File: config.mk
export PLATFORM = sky130hd
export DESIGN_NAME = square_wave_meter_flat
export DESIGN_NICKNAME = d
export VERILOG_FILES = /design/src/rtl/sq_wave_pkg.sv /design/src/rtl/square_wave_meter_if.sv /design/src/rtl/sync_edge_det.sv /design/src/rtl/square_wave_meter.sv /design/src/flat_wrapper.sv
export SDC_FILE = /design/constraint.sdc
export NUM_CORES = 1
export LEC_CHECK = 0
export ABC_AREA = 1
export BUFFER_PORTS_ARGS = -buffer_cell sky130_fd_sc_hd__clkbuf_2
export CORE_MARGIN = 2
export CORE_UTILIZATION = 55
export CTS_BUF_LIST = sky130_fd_sc_hd__clkbuf_16
export CTS_CLUSTER_SIZE = 8
export DETAILED_ROUTE_END_ITERATION = 8
export GPL_TIMING_DRIVEN = 0
export PLACE_DENSITY = 0.76
export SYNTH_ARGS = -nofsm -noshare
export SYNTH_HDL_FRONTEND = slang
export SYNTH_HIERARCHICAL = 1
export SYNTH_SLANG_ARGS = --single-unit
File: constraint.sdc
create_clock -name clk -period 2 [get_ports clk]
set_clock_uncertainty 0.05 [all_clocks]
set_input_delay 0.1 -clock clk [delete_from_list [all_inputs] [get_ports clk]]
set_output_delay 0.1 -clock clk [all_outputs]
set_load 0.03 [all_outputs]
File: src/rtl/sq_wave_pkg.sv
// rtl/sq_wave_pkg.sv - shared types and constants for the square wave meter
package sq_wave_pkg;

    typedef enum logic [1:0] {
        SYNC = 2'd0,
        HIGH = 2'd1,
        LOW  = 2'd2
    } meter_state_t;

    localparam int CLK_PERIOD_NS  = 10;
    // Matches the generator's 10*m / 10*n scaling so ticks read directly as m/n.
    localparam int TICK_DIV_100NS = 10;

endpackage

File: src/rtl/square_wave_meter_if.sv
// rtl/square_wave_meter_if.sv - measured waveform in, phase measurements out
interface square_wave_meter_if #(
    parameter int W = 8
);
    logic         sig_in;
    logic [W-1:0] high_ticks;
    logic [W-1:0] low_ticks;
    logic [W:0]   period_ticks;
    logic         meas_valid;
    logic         stuck_high;
    logic         stuck_low;

    modport master (
        output sig_in,
        input  high_ticks, low_ticks, period_ticks, meas_valid, stuck_high, stuck_low
    );

    modport slave (
        input  sig_in,
        output high_ticks, low_ticks, period_ticks, meas_valid, stuck_high, stuck_low
    );
endinterface

File: src/rtl/sync_edge_det.sv
// rtl/sync_edge_det.sv - 2-FF synchronizer plus delay flop with rise/fall detect
module sync_edge_det (
    input  logic clk,
    input  logic rst,
    input  logic d,
    output logic q,
    output logic rise,
    output logic fall
);
    logic r_s1;
    logic r_s2;
    logic r_s3;

    always_ff @(posedge clk) begin
        if (rst) begin
            r_s1 <= 1'b0;
            r_s2 <= 1'b0;
            r_s3 <= 1'b0;
        end else begin
            r_s1 <= d;
            r_s2 <= r_s1;
            r_s3 <= r_s2;
        end
    end

    assign q    = r_s2;
    assign rise = r_s2 & ~r_s3;
    assign fall = ~r_s2 & r_s3;
endmodule

File: src/rtl/square_wave_meter.sv
// rtl/square_wave_meter.sv - measures high/low phase lengths in ticks and flags stalls
module square_wave_meter
    import sq_wave_pkg::*;
#(
    parameter int TICK_DIV = TICK_DIV_100NS,
    parameter int W        = 8,
    parameter int TIMEOUT  = 200
) (
    input  logic                clk,
    input  logic                rst,
    square_wave_meter_if.slave  bus
);
    localparam int           PW        = $clog2(TICK_DIV);
    localparam logic [PW-1:0] P_LAST   = PW'(TICK_DIV - 1);
    localparam logic [W-1:0]  TICK_MAX = '1;
    localparam logic [W-1:0]  TMO      = W'(TIMEOUT);

    logic         w_level;
    logic         w_rise;
    logic         w_fall;
    logic         w_edge;
    logic         w_timeout;

    meter_state_t r_state;
    meter_state_t w_next;
    logic         w_latch_hold;
    logic         w_emit;
    logic         w_set_hi;
    logic         w_set_lo;

    logic [PW-1:0] r_p;
    logic [W-1:0]  r_ticks;
    logic [W-1:0]  r_hold_high;
    logic          r_hi_ok;
    logic [W-1:0]  r_high_ticks;
    logic [W-1:0]  r_low_ticks;
    logic [W:0]    r_period_ticks;
    logic          r_meas_valid;
    logic          r_stuck_high;
    logic          r_stuck_low;

    sync_edge_det u_sync (
        .clk  (clk),
        .rst  (rst),
        .d    (bus.sig_in),
        .q    (w_level),
        .rise (w_rise),
        .fall (w_fall)
    );

    assign w_edge    = w_rise | w_fall;
    // An edge always wins over a timeout landing on the same cycle.
    assign w_timeout = ~w_edge && (r_ticks == TMO);

    always_ff @(posedge clk) begin
        if (rst) begin
            r_state <= SYNC;
        end else begin
            r_state <= w_next;
        end
    end

    always_comb begin
        w_next       = r_state;
        w_latch_hold = 1'b0;
        w_emit       = 1'b0;
        w_set_hi     = 1'b0;
        w_set_lo     = 1'b0;
        case (r_state)
            SYNC: begin
                if (w_rise) begin
                    w_next = HIGH;
                end else if (w_fall) begin
                    w_next = LOW;
                end else if (w_timeout) begin
                    w_set_hi = w_level;
                    w_set_lo = ~w_level;
                end
            end
            HIGH: begin
                if (w_fall) begin
                    w_latch_hold = 1'b1;
                    w_next       = LOW;
                end else if (w_timeout) begin
                    w_set_hi = 1'b1;
                    w_next   = SYNC;
                end
            end
            LOW: begin
                if (w_rise) begin
                    w_emit = r_hi_ok;
                    w_next = HIGH;
                end else if (w_timeout) begin
                    w_set_lo = 1'b1;
                    w_next   = SYNC;
                end
            end
            default: w_next = SYNC;
        endcase
    end

    // The edge cycle is clock 1 of the new phase, hence p restarts at 1.
    always_ff @(posedge clk) begin
        if (rst) begin
            r_p     <= '0;
            r_ticks <= '0;
        end else if (w_edge) begin
            r_p     <= PW'(1);
            r_ticks <= '0;
        end else if (r_p == P_LAST) begin
            r_p     <= '0;
            r_ticks <= (r_ticks == TICK_MAX) ? r_ticks : r_ticks + 1'b1;
        end else begin
            r_p <= r_p + 1'b1;
        end
    end

    always_ff @(posedge clk) begin
        if (rst) begin
            r_hold_high    <= '0;
            r_hi_ok        <= 1'b0;
            r_high_ticks   <= '0;
            r_low_ticks    <= '0;
            r_period_ticks <= '0;
            r_meas_valid   <= 1'b0;
            r_stuck_high   <= 1'b0;
            r_stuck_low    <= 1'b0;
        end else begin
            r_meas_valid <= w_emit;
            if (w_latch_hold) begin
                r_hold_high <= r_ticks;
                r_hi_ok     <= 1'b1;
            end else if (w_set_hi | w_set_lo) begin
                r_hi_ok <= 1'b0;
            end
            if (w_emit) begin
                r_high_ticks   <= r_hold_high;
                r_low_ticks    <= r_ticks;
                r_period_ticks <= {1'b0, r_hold_high} + {1'b0, r_ticks};
            end
            if (w_edge) begin
                r_stuck_high <= 1'b0;
                r_stuck_low  <= 1'b0;
            end else begin
                if (w_set_hi) r_stuck_high <= 1'b1;
                if (w_set_lo) r_stuck_low  <= 1'b1;
            end
        end
    end

    assign bus.high_ticks   = r_high_ticks;
    assign bus.low_ticks    = r_low_ticks;
    assign bus.period_ticks = r_period_ticks;
    assign bus.meas_valid   = r_meas_valid;
    assign bus.stuck_high   = r_stuck_high;
    assign bus.stuck_low    = r_stuck_low;
endmodule
File: src/flat_wrapper.sv
// flat-port wrapper written by rule: the top's interface ports become plain ports
module square_wave_meter_flat import sq_wave_pkg::*;
#(
    parameter int TICK_DIV = TICK_DIV_100NS,
    parameter int W        = 8,
    parameter int TIMEOUT  = 200
)
  (clk, rst, bus_sig_in, bus_high_ticks, bus_low_ticks, bus_period_ticks, bus_meas_valid, bus_stuck_high, bus_stuck_low);
  square_wave_meter_if #(.W(W)) bus_i ();
  input  logic clk;
  input  logic rst;
  input wire logic [$bits(bus_i.sig_in)-1:0] bus_sig_in;
  output wire logic [$bits(bus_i.high_ticks)-1:0] bus_high_ticks;
  output wire logic [$bits(bus_i.low_ticks)-1:0] bus_low_ticks;
  output wire logic [$bits(bus_i.period_ticks)-1:0] bus_period_ticks;
  output wire logic [$bits(bus_i.meas_valid)-1:0] bus_meas_valid;
  output wire logic [$bits(bus_i.stuck_high)-1:0] bus_stuck_high;
  output wire logic [$bits(bus_i.stuck_low)-1:0] bus_stuck_low;
  assign bus_i.sig_in = bus_sig_in;
  assign bus_high_ticks = bus_i.high_ticks;
  assign bus_low_ticks = bus_i.low_ticks;
  assign bus_period_ticks = bus_i.period_ticks;
  assign bus_meas_valid = bus_i.meas_valid;
  assign bus_stuck_high = bus_i.stuck_high;
  assign bus_stuck_low = bus_i.stuck_low;
  square_wave_meter #(.TICK_DIV(TICK_DIV), .W(W), .TIMEOUT(TIMEOUT)) u_core (.clk(clk), .rst(rst), .bus(bus_i));
endmodule
==> flow_metrics.tcl, run 1 <==
set metrics [dict create \
    rsz0062_at_grt "false" \
    drc 0 \
    post-cts-setup-buffer-count 0 \
    yosysMostFrequentCell "dfxtp_1" \
    timing.rr.end "u_core/bus.period_ticks[6]$_SDFFE_PP0P_" \
    drive_gt1_frac 0.163 \
    ys_ff_latch 54 \
    hpwl_mm 3.94 \
    startpoint_type "register" \
    hp-class "input pin to register" \
    tightest_slew_ns 0.566 \
    slew_viol_final 0 \
    cts-root-buf "clkbuf_16" \
    clk_pin_slew_ns 0.07 \
    ys_warn_count 6 \
    synth_seq_area_share 0.431 \
    grtUsageTotal 0.221 \
    peakVddDrop_mv 0.376 \
    setup_viol_count_final 0 \
    num_rows 24 \
    synth.avg_cell_area_um2 7.62 \
    timing.fmax_mhz 545 \
    synth.largest_area_cell "dfxtp_1" \
    worst_slack_ns 0.164 \
    numCtsBuffers 5 \
    design.core.area_um2 4380 \
    area_growth_pct 16.6 \
    leakagePower_uw 0.00132 \
    hold_violations 0 \
    start_util 0.572 \
    clk_latency_ns 0.29 \
    dr.first_iter.drc_count 211 \
    min_to "u_core/u_sync/q$_SDFF_PP0_" \
    grt_max_degree 17 \
    ys.flop_type "dfxtp_1" \
    synthTopCellsByArea "dfxtp_1 43%, a21oi_1 8.0%, nand2_1 7.3%" \
    powerDensity_nw_per_um2 771 \
    netlist_instances 329 \
    fillCellCount 379 \
    synthTopCellsByCount "54 x dfxtp_1, 49 x nand2_1, 43 x nor2_1, 40 x a21oi_1, 40 x inv_1" \
    postLayoutCoreUtil 0.667 \
    ant_nets 0 \
    path_max_fanout 5 \
    wl_per_cell_um 12.8 \
    cp.required_ns 2.14 \
    drt-vias-per-instance 5.41 \
    finalCritPeriodShare 0.918 \
    cp-end-kind "register" \
    crit_type "register to register" \
    worstHoldStart "rst" \
    fin_tns_setup_ns 0 \
    synth_area_um2 2510 \
    rr_worst_depth 10 \
    fp.dieW_um 71.5 \
    place.gp.congestion 0.923 \
    yosysUniqueCellTypes 33 \
    firstDrtPassIters 5 \
    grt_overflow 0 \
    fin_hold_ws_ns 0.0218 \
    htreeDepth 2 \
    vias 2272 \
    synth_top_area_share 0.431 \
    antenna_found_initial 0 \
    antenna_cells 0 \
    slew_headroom 0.623 \
    r2r_start "u_core/r_ticks[1]$_SDFFE_PP0P_" \
    num-nets-final 383 \
    status "completed" \
    drt-total-wl_mm 5.38 \
    async_flop_share 0 \
    hold_path_depth 2 \
    io_buffers 30 \
    die_h_um 71.5 \
    grt_pass1_vias 2018 \
    crit_arrival_ns 1.97 \
    rrSetupSlack_ns 0.16 \
    cts_tree "built" \
    synth.net_count 345 \
    clock_path_buffers 2 \
    grt_pass1_wl_mm 9.05 \
    period_minus_slack_ns 1.84 \
    io_pins 31 \
    die-area_um2 5120 \
    dp_slack_ns 0.173 \
    numClockSinks 54 \
    synth-edff-count 0 \
    drv_cap 0 \
]
## critical path, cell delays in order, from the launching register on
cell and delay, ns:
dfxtp_1 0.44, inv_1 0.16, fa_1 0.48, inv_1 0.07, nand2_1 0.04, nand2_1 0.07
nand3_1 0.14, nand3_1 0.10, nand2_1 0.05, nor2_1 0.08, nor2_1 0.04
## layout by cell type, fill, tap and decap left out, types with 4 or more instances in the layout
cell       count
dfxtp_1       53
o21ai_0       11
o21ai_1       19
inv_1         40
ha_1          12
nor2_1        43
a21oi_1       40
nand3_1       18
clkbuf_2      30
inv_2          4
xor2_1         4
clkbuf_16      5
nand2_1       49
## power by group
part	switching [uW]	internal (uW)	leakage, uW
combinational	46.9	22.5	0.000789
clock	375	713	0.0000915
sequential	10.7	1090	0.000437
total	432	1820	0.00132
## how the worst max path moves through the flow
stage | startpoint | endpoint | slack [ns]
2_1_floorplan | u_core/r_ticks[0]$_SDFFE_PP0P_ | u_core/bus.period_ticks[6]$_SDFFE_PP0P_ | 0.36
3_3_place_gp | u_core/r_ticks[0]$_SDFFE_PP0P_ | u_core/bus.period_ticks[8]$_SDFFE_PP0P_ | 0.19
3_5_place_dp | u_core/r_ticks[0]$_SDFFE_PP0P_ | u_core/bus.period_ticks[6]$_SDFFE_PP0P_ | 0.17
4_1_cts | u_core/r_ticks[0]$_SDFFE_PP0P_ | u_core/bus.period_ticks[8]$_SDFFE_PP0P_ | 0.16
5_1_grt | u_core/r_ticks[1]$_SDFFE_PP0P_ | u_core/bus.period_ticks[6]$_SDFFE_PP0P_ | 0.03
6_report | u_core/r_ticks[1]$_SDFFE_PP0P_ | u_core/bus.period_ticks[6]$_SDFFE_PP0P_ | 0.16
## registers in the layout (all words and copies together), names as in the netlist
signal and count:
u_core/u_sync/q 1, u_core/bus.stuck_high 1, u_core/u_sync/r_s3 1, u_core/bus.low_ticks 8
u_core/u_sync/r_s1 1, u_core/r_state 2, u_core/bus.high_ticks 8, u_core/r_p 4
u_core/bus.meas_valid 1, u_core/bus.period_ticks 9, u_core/r_hold_high 8, u_core/r_hi_ok 1
u_core/bus.stuck_low 1, u_core/r_ticks 8
## cell type report
cell class	count	area [um^2]	share of cell area
Sequential cell	54	1080	0.370
Timing Repair Buffer	31	160	0.0548
Buffer	8	57.6	0.0197
Clock buffer	5	125	0.0428
Tap cell	52	65.1	0.0223
Inverter	45	171	0.0586
Clock inverter	3	63.8	0.0218
Multi-Input combinational cell	222	1200	0.410
## per-stage QoR
stage / cell area [um^2] / power (uW) / cells
2_1_floorplan: 2510 / 1170 / 329
3_3_place_gp: 2720 / 1190 / 411
3_5_place_dp: 2720 / 1190 / 411
4_1_cts: 2920 / 2270 / 420
5_1_grt: 2920 / 2330 / 420
6_report: 2920 / 2250 / 420
## repair_timing
| action | 4_1_cts | 5_1_grt |
|---|---|---|
| gates resized for setup | 0 | 1 |
| endpoints found under the setup margin | 0 | 1 |
| hold buffers | 1 | 0 |
| hold endpoints to repair | 1 | 0 |
## cell families after synthesis
| logic type | after synthesis | share of synthesized area |
|---|---|---|
| buffers and inverters | 53 | 0.0913 |
| flip-flops | 54 | 0.431 |
| XOR/XNOR | 6 | 0.0210 |
| AND/OR/NAND/NOR | 127 | 0.228 |
| AO/OA/AOI/OAI | 76 | 0.161 |
| adder cells (fa/ha/maj) | 13 | 0.0679 |
## routing by layer
| layer | GRT usage | up-vias | wire [um] |
|---|---|---|---|
| met1 | 0.290 | 1056 | 2500 |
| met3 | 0.0338 | 5 | 310 |
| met4 | 0.0922 | 0 | 42 |
| met2 | 0.365 | 63 | 2530 |
| li1 | - | 1148 | - |
| met5 | 0 | - | 0 |
(Power assumes the default switching activity.)
==> run 2, diff against run 1 <==
--- a/config.mk
+++ b/config.mk
@@ -9,7 +9,7 @@
 export BUFFER_PORTS_ARGS = -buffer_cell sky130_fd_sc_hd__clkbuf_2
 export CORE_MARGIN = 2
 export CORE_UTILIZATION = 55
-export CTS_BUF_LIST = sky130_fd_sc_hd__clkbuf_16
+export CTS_BUF_LIST = sky130_fd_sc_hd__clkbuf_2
 export CTS_CLUSTER_SIZE = 8
 export DETAILED_ROUTE_END_ITERATION = 8
 export GPL_TIMING_DRIVEN = 0
==> constraint.sdc (replaced) <==
create_clock -name clk -period 1.9 [get_ports clk]
set_clock_uncertainty 0.05 [all_clocks]
set_input_delay 0.095 -clock clk [delete_from_list [all_inputs] [get_ports clk]]
set_output_delay 0.095 -clock clk [all_outputs]
set_load 0.03 [all_outputs]
==> run 2 against run 1 <==
Net effect: global-route usage is 0.45 points lower; sequential power increased by 5%; critical path depth shrank 1; final cell count rose by 0.71%; hold slack improved by 0.35 ns; core utilization decreased by 1.6 points; die area unchanged; count of clock-buffer cells in the layout is the same; critical endpoint is now u_core/bus.period_ticks[8]$_SDFFE_PP0P_; wire length fell by 3.4%; first-iteration DRC count down 19%; highest routed layer unchanged; combinational power increased by 8.8%; power shrank 14%.
==> flow_metrics.tcl, run 2 (synthesis results as in run 1) <==
set metrics [dict create \
    numCtsBuffers 5 \
    grt_overflow 0 \
    htreeDepth 2 \
    peakVddDrop_mv 0.379 \
    grt_pass1_wl_mm 8.91 \
    setup_viol_count_final 0 \
    drt-vias-per-instance 5.32 \
    area_growth_pct 13.8 \
    clk_pin_slew_ns 0.26 \
    die_h_um 71.5 \
    final_common_cell "dfxtp_1" \
    rsz0062_at_grt "false" \
    fp.dieW_um 71.5 \
    hold_path_depth 3 \
    drive_gt1_frac 0.167 \
    antenna_found_initial 0 \
    cts-root-buf "clkbuf_2" \
    status "completed" \
    cp-end-kind "register" \
    design.core.area_um2 4380 \
    timing.fmax_mhz 564 \
    finalCritPeriodShare 0.934 \
    place.gp.congestion 0.923 \
    clk_latency_ns 0.44 \
    power_uw 1930 \
    wl_per_cell_um 12.3 \
    clock_path_buffers 2 \
    cp.required_ns 2.26 \
    numClockSinks 54 \
    leakagePower_uw 0.00129 \
    drt-total-wl_mm 5.20 \
    dp_slack_ns 0.0727 \
    drv_cap 0 \
    path_max_fanout 5 \
    antenna_cells 0 \
    worstHoldStart "rst" \
    ant_nets 0 \
    start_util 0.572 \
    timing.rr.end "u_core/bus.period_ticks[8]$_SDFFE_PP0P_" \
    worst_slack_ns 0.125 \
    layout_common_cells "52 x dfxtp_1, 49 x nand2_1, 43 x nor2_1" \
    drc 0 \
    io_pins 31 \
    vias 2252 \
    cp_slowest_cell "fa_1" \
    r2r_start "u_core/r_ticks[1]$_SDFFE_PP0P_" \
    firstDrtPassIters 4 \
    rr_worst_depth 9 \
    grt_max_degree 17 \
    hold_violations 0 \
    cts_tree "built" \
    largest_register_ffs 9 \
    startpoint_type "register" \
    critPathMaxStageDelay_ns 0.48 \
    crit_type "register to register" \
    hp-class "input pin to register" \
    fin_tns_setup_ns 0 \
    rrSetupSlack_ns 0.13 \
    num_rows 24 \
    hpwl_mm 3.94 \
    slew_headroom 0.647 \
    grtUsageTotal 0.217 \
    grt_pass1_vias 2010 \
    crit_chain "inv_1, fa_1, inv_1, nand2_1, nand2_1, nand3_1, o211ai_1, nand2_1, inv_1" \
    slew_viol_final 0 \
    io_buffers 30 \
    fin_hold_ws_ns 0.377 \
    min_to "u_core/u_sync/r_s3$_SDFF_PP0_" \
    die-area_um2 5120 \
    crit_arrival_ns 2.13 \
    final_cell_area_um2 2850 \
    place_area_um2 2720 \
    num-nets-final 386 \
    tightest_slew_ns 0.529 \
    period_minus_slack_ns 1.77 \
    dr.first_iter.drc_count 171 \
    powerDensity_nw_per_um2 678 \
]
-- run 2: changes by cell type in the layout (fill, tap and decap cells not counted) --
cell,previous run,this run
buf_4,1,2
clkbuf_16,5,0
clkbuf_2,30,35
dfxtp_1,53,52
dfxtp_4,0,1
dlygate4sd3_1,1,3
-- run 2: routing by layer --
layer | track usage | part of all wire | up-vias
met1 | 0.289 | 0.48 | 1045
met3 | 0.0492 | 0.044 | 5
li1 | - | - | 1152
met5 | 0 | 0 | -
met4 | 0.0629 | 0.0098 | 0
met2 | 0.354 | 0.46 | 50
-- run 2: critical path, delay by kind of cell, from the launching register on --
| family | cells | cell delay, ns |
|---|---|---|
| AOI/OAI and AO/OA | 1 | 0.20 |
| and+or+nand+nor | 4 | 0.31 |
| adders and majority gates | 1 | 0.48 |
| buffers and inverters | 3 | 0.25 |
| DFF | 1 | 0.44 |
-- run 2: through the flow --
| stage | util | std cells |
|---|---|---|
| CTS | 0.648 | 422 |
| finish | 0.651 | 423 |
| global placement | 0.621 | 411 |
| floorplan | - | 329 |
| global route | 0.651 | 423 |
| detailed placement | 0.621 | 411 |
-- run 2: final cells by class --
type	count	area [um^2]
fill	399	1530
multi-input combinational	222	1200
sequential	54	1090
timing repair buffer	34	188
inverter	45	171
tap	52	65.1
clock inverter	3	63.8
buffer	8	57.6
clock buffer	5	25.0
-- run 2: worst max path at each step --
| stage | cells past startpoint | slack, ns | start | end |
|---|---|---|---|---|
| CTS | 10 | 0.008 | u_core/r_ticks[0]$_SDFFE_PP0P_ | u_core/bus.period_ticks[8]$_SDFFE_PP0P_ |
| global route | 9 | 0.004 | u_core/r_ticks[1]$_SDFFE_PP0P_ | u_core/bus.period_ticks[6]$_SDFFE_PP0P_ |
| detailed placement | 11 | 0.07 | u_core/r_ticks[0]$_SDFFE_PP0P_ | u_core/bus.period_ticks[6]$_SDFFE_PP0P_ |
| floorplan | 11 | 0.26 | u_core/r_ticks[0]$_SDFFE_PP0P_ | u_core/bus.period_ticks[6]$_SDFFE_PP0P_ |
| finish | 9 | 0.13 | u_core/r_ticks[1]$_SDFFE_PP0P_ | u_core/bus.period_ticks[8]$_SDFFE_PP0P_ |
| global placement | 10 | 0.09 | u_core/r_ticks[0]$_SDFFE_PP0P_ | u_core/bus.period_ticks[8]$_SDFFE_PP0P_ |
-- run 2: where the power goes --
group	internal [uW]	switching (uW)
registers	1150	11.3
logic	26.4	49.2
clock network	349	351
total	1520	411
-- run 2: what timing repair did --
action	CTS	global route
setup buffers	0	1
resized for setup	0	3
endpoints found under the setup margin	0	3
hold buffers	3	0
endpoints found under the hold margin	5	0
==> run 3, diff against run 2 <==
==> constraint.sdc (replaced) <==
create_clock -name clk -period 2.1 [get_ports clk]
set_clock_uncertainty 0.05 [all_clocks]
set_input_delay 0.105 -clock clk [delete_from_list [all_inputs] [get_ports clk]]
set_output_delay 0.105 -clock clk [all_outputs]
set_load 0.03 [all_outputs]
==> run 3 against run 2 <==
Net effect: die area stayed put; hold slack better by 0.0037 ns; setup slack improved by 0.073 ns; critical path type unchanged; core utilization down 0.29 points; largest power group unchanged; clock power down 9.7%; sequential power shrank 9%; sequential share of layout area is essentially flat.
==> flow_metrics.tcl, run 3 (synthesis results as in run 1) <==
set metrics [dict create \
    status "completed" \
    period_minus_slack_ns 1.90 \
    timing.fmax_mhz 526 \
    die_h_um 71.5 \
    clk_latency_ns 0.44 \
    crit_arrival_ns 2.26 \
    num-nets-final 385 \
    drt-vias-per-instance 5.30 \
    hp-class "register to register" \
    ctsResizeCount 0 \
    grt_pass1_wl_mm 8.91 \
    p_switching_uw 371 \
    power_uw 1750 \
    place.gp.congestion 0.923 \
    largest_register_ffs 9 \
    worst_slack_ns 0.199 \
    peakVddDrop_mv 0.343 \
    final_common_cell "dfxtp_1" \
    dr.first_iter.drc_count 178 \
    start_util 0.572 \
    path_max_fanout 6 \
    firstDrtPassIters 4 \
    combPwrFrac 0.039 \
    post-cts-setup-buffer-count 0 \
    io_buffers 30 \
    tightest_slew_ns 0.530 \
    critPathMaxStageDelay_ns 0.51 \
    numCtsBuffers 5 \
    ant_nets 0 \
    path_buf_inv 3 \
    fin_cells 422 \
    rsz0062_at_grt "false" \
    clock_path_buffers 2 \
    startpoint_type "register" \
    htreeDepth 2 \
    seqPwrFrac 0.600 \
    crit_type "register to register" \
    grtUsageTotal 0.217 \
    grt_overflow 0 \
    leakagePower_uw 0.00129 \
    clk_pin_slew_ns 0.26 \
    numClockSinks 54 \
    fin_tns_setup_ns 0 \
    drv_cap 0 \
    setup_viol_count_final 0 \
    hold_violations 0 \
    crit_chain "ha_1, inv_1, fa_1, inv_1, nand2_1, nand2_1, nand3_1, o211ai_1, nand2_1, inv_1" \
    wl_per_cell_um 12.3 \
    cts_tree "built" \
    antenna_found_initial 0 \
    place_inst 411 \
    slew_viol_final 0 \
    p_sw_frac 0.212 \
    grt_max_degree 17 \
    antenna_cells 0 \
    num_rows 24 \
    die-area_um2 5120 \
    fp.dieW_um 71.5 \
    slew_headroom 0.646 \
    grt_pass1_vias 2010 \
    path_delay_family "adder cells" \
    crit_start "u_core/r_ticks[0]$_SDFFE_PP0P_" \
    r2r_start "u_core/r_ticks[0]$_SDFFE_PP0P_" \
    powerDensity_nw_per_um2 616 \
    hold_buffers 3 \
    fillCellCount 400 \
    p_int_uw 1380 \
    cts-root-buf "clkbuf_2" \
    fin_hold_ws_ns 0.380 \
    hpwl_mm 3.94 \
    finalCritPeriodShare 0.905 \
    design.core.area_um2 4380 \
    drt-total-wl_mm 5.21 \
    pwr-share-clk 0.361 \
    area_growth_pct 13.3 \
    io_pins 31 \
    drive_gt1_frac 0.159 \
    cp_slowest_cell "dfxtp_1" \
    drc 0 \
    vias 2236 \
    layout_common_cells "54 x dfxtp_1, 49 x nand2_1, 43 x nor2_1" \
    dp_slack_ns 0.273 \
    worstHoldStart "u_core/u_sync/r_s1$_SDFF_PP0_" \
    cp-end-kind "register" \
    cp.required_ns 2.46 \
]
==> run 3: power groups by stage <==
stage          Sequential, uW  Combinational (uW)  Clock, uW
3_5_place_dp             1070                64.2          0
4_1_cts                  1050                68.9        652
5_1_grt                  1050                78.3        691
6_report                 1050                68.3        632
2_1_floorplan            1070                47.1          0
3_3_place_gp             1070                61.7          0
==> run 3: final cells by class <==
| type | instances | area [um^2] | area share |
|---|---|---|---|
| multi-input combinational | 222 | 1200 | 0.421 |
| sequential | 54 | 1080 | 0.380 |
| timing repair buffer | 33 | 180 | 0.0634 |
| inverter | 45 | 171 | 0.0603 |
| tap | 52 | 65.1 | 0.0229 |
| clock inverter | 3 | 63.8 | 0.0225 |
| buffer | 8 | 57.6 | 0.0203 |
| clock buffer | 5 | 25.0 | 0.00881 |
==> run 3: final timing paths <==
kind | end | cells after the start | slack, ns
max | u_core/bus.period_ticks[8]$_SDFFE_PP0P_ | 10 | 0.20
min | u_core/u_sync/q$_SDFF_PP0_ | 2 | 0.38
max reg2reg | u_core/bus.period_ticks[8]$_SDFFE_PP0P_ | 10 | 0.20
min reg2reg | u_core/u_sync/q$_SDFF_PP0_ | 2 | 0.38
==> run 3: worst reg2reg max path: stages, from the launching register on <==
cell and delay [ns]:
dfxtp_1 0.51, ha_1 0.22, inv_1 0.06, fa_1 0.40, inv_1 0.07, nand2_1 0.04
nand2_1 0.07, nand3_1 0.13, o211ai_1 0.20, nand2_1 0.07, inv_1 0.05
==> run 3: metrics by stage <==
stage                     instance area (um^2)   util
after CTS                                 2840  0.648
after global routing                      2840  0.648
after global placement                    2720  0.621
final                                     2840  0.648
after detailed placement                  2720  0.621
after floorplan                           2510      -
==> run 3: metal layers <==
metal	global-route usage	part of all wire
met3	0.0492	0.044
met4	0.0629	0.0098
met5	0	0
met1	0.289	0.48
met2	0.354	0.46
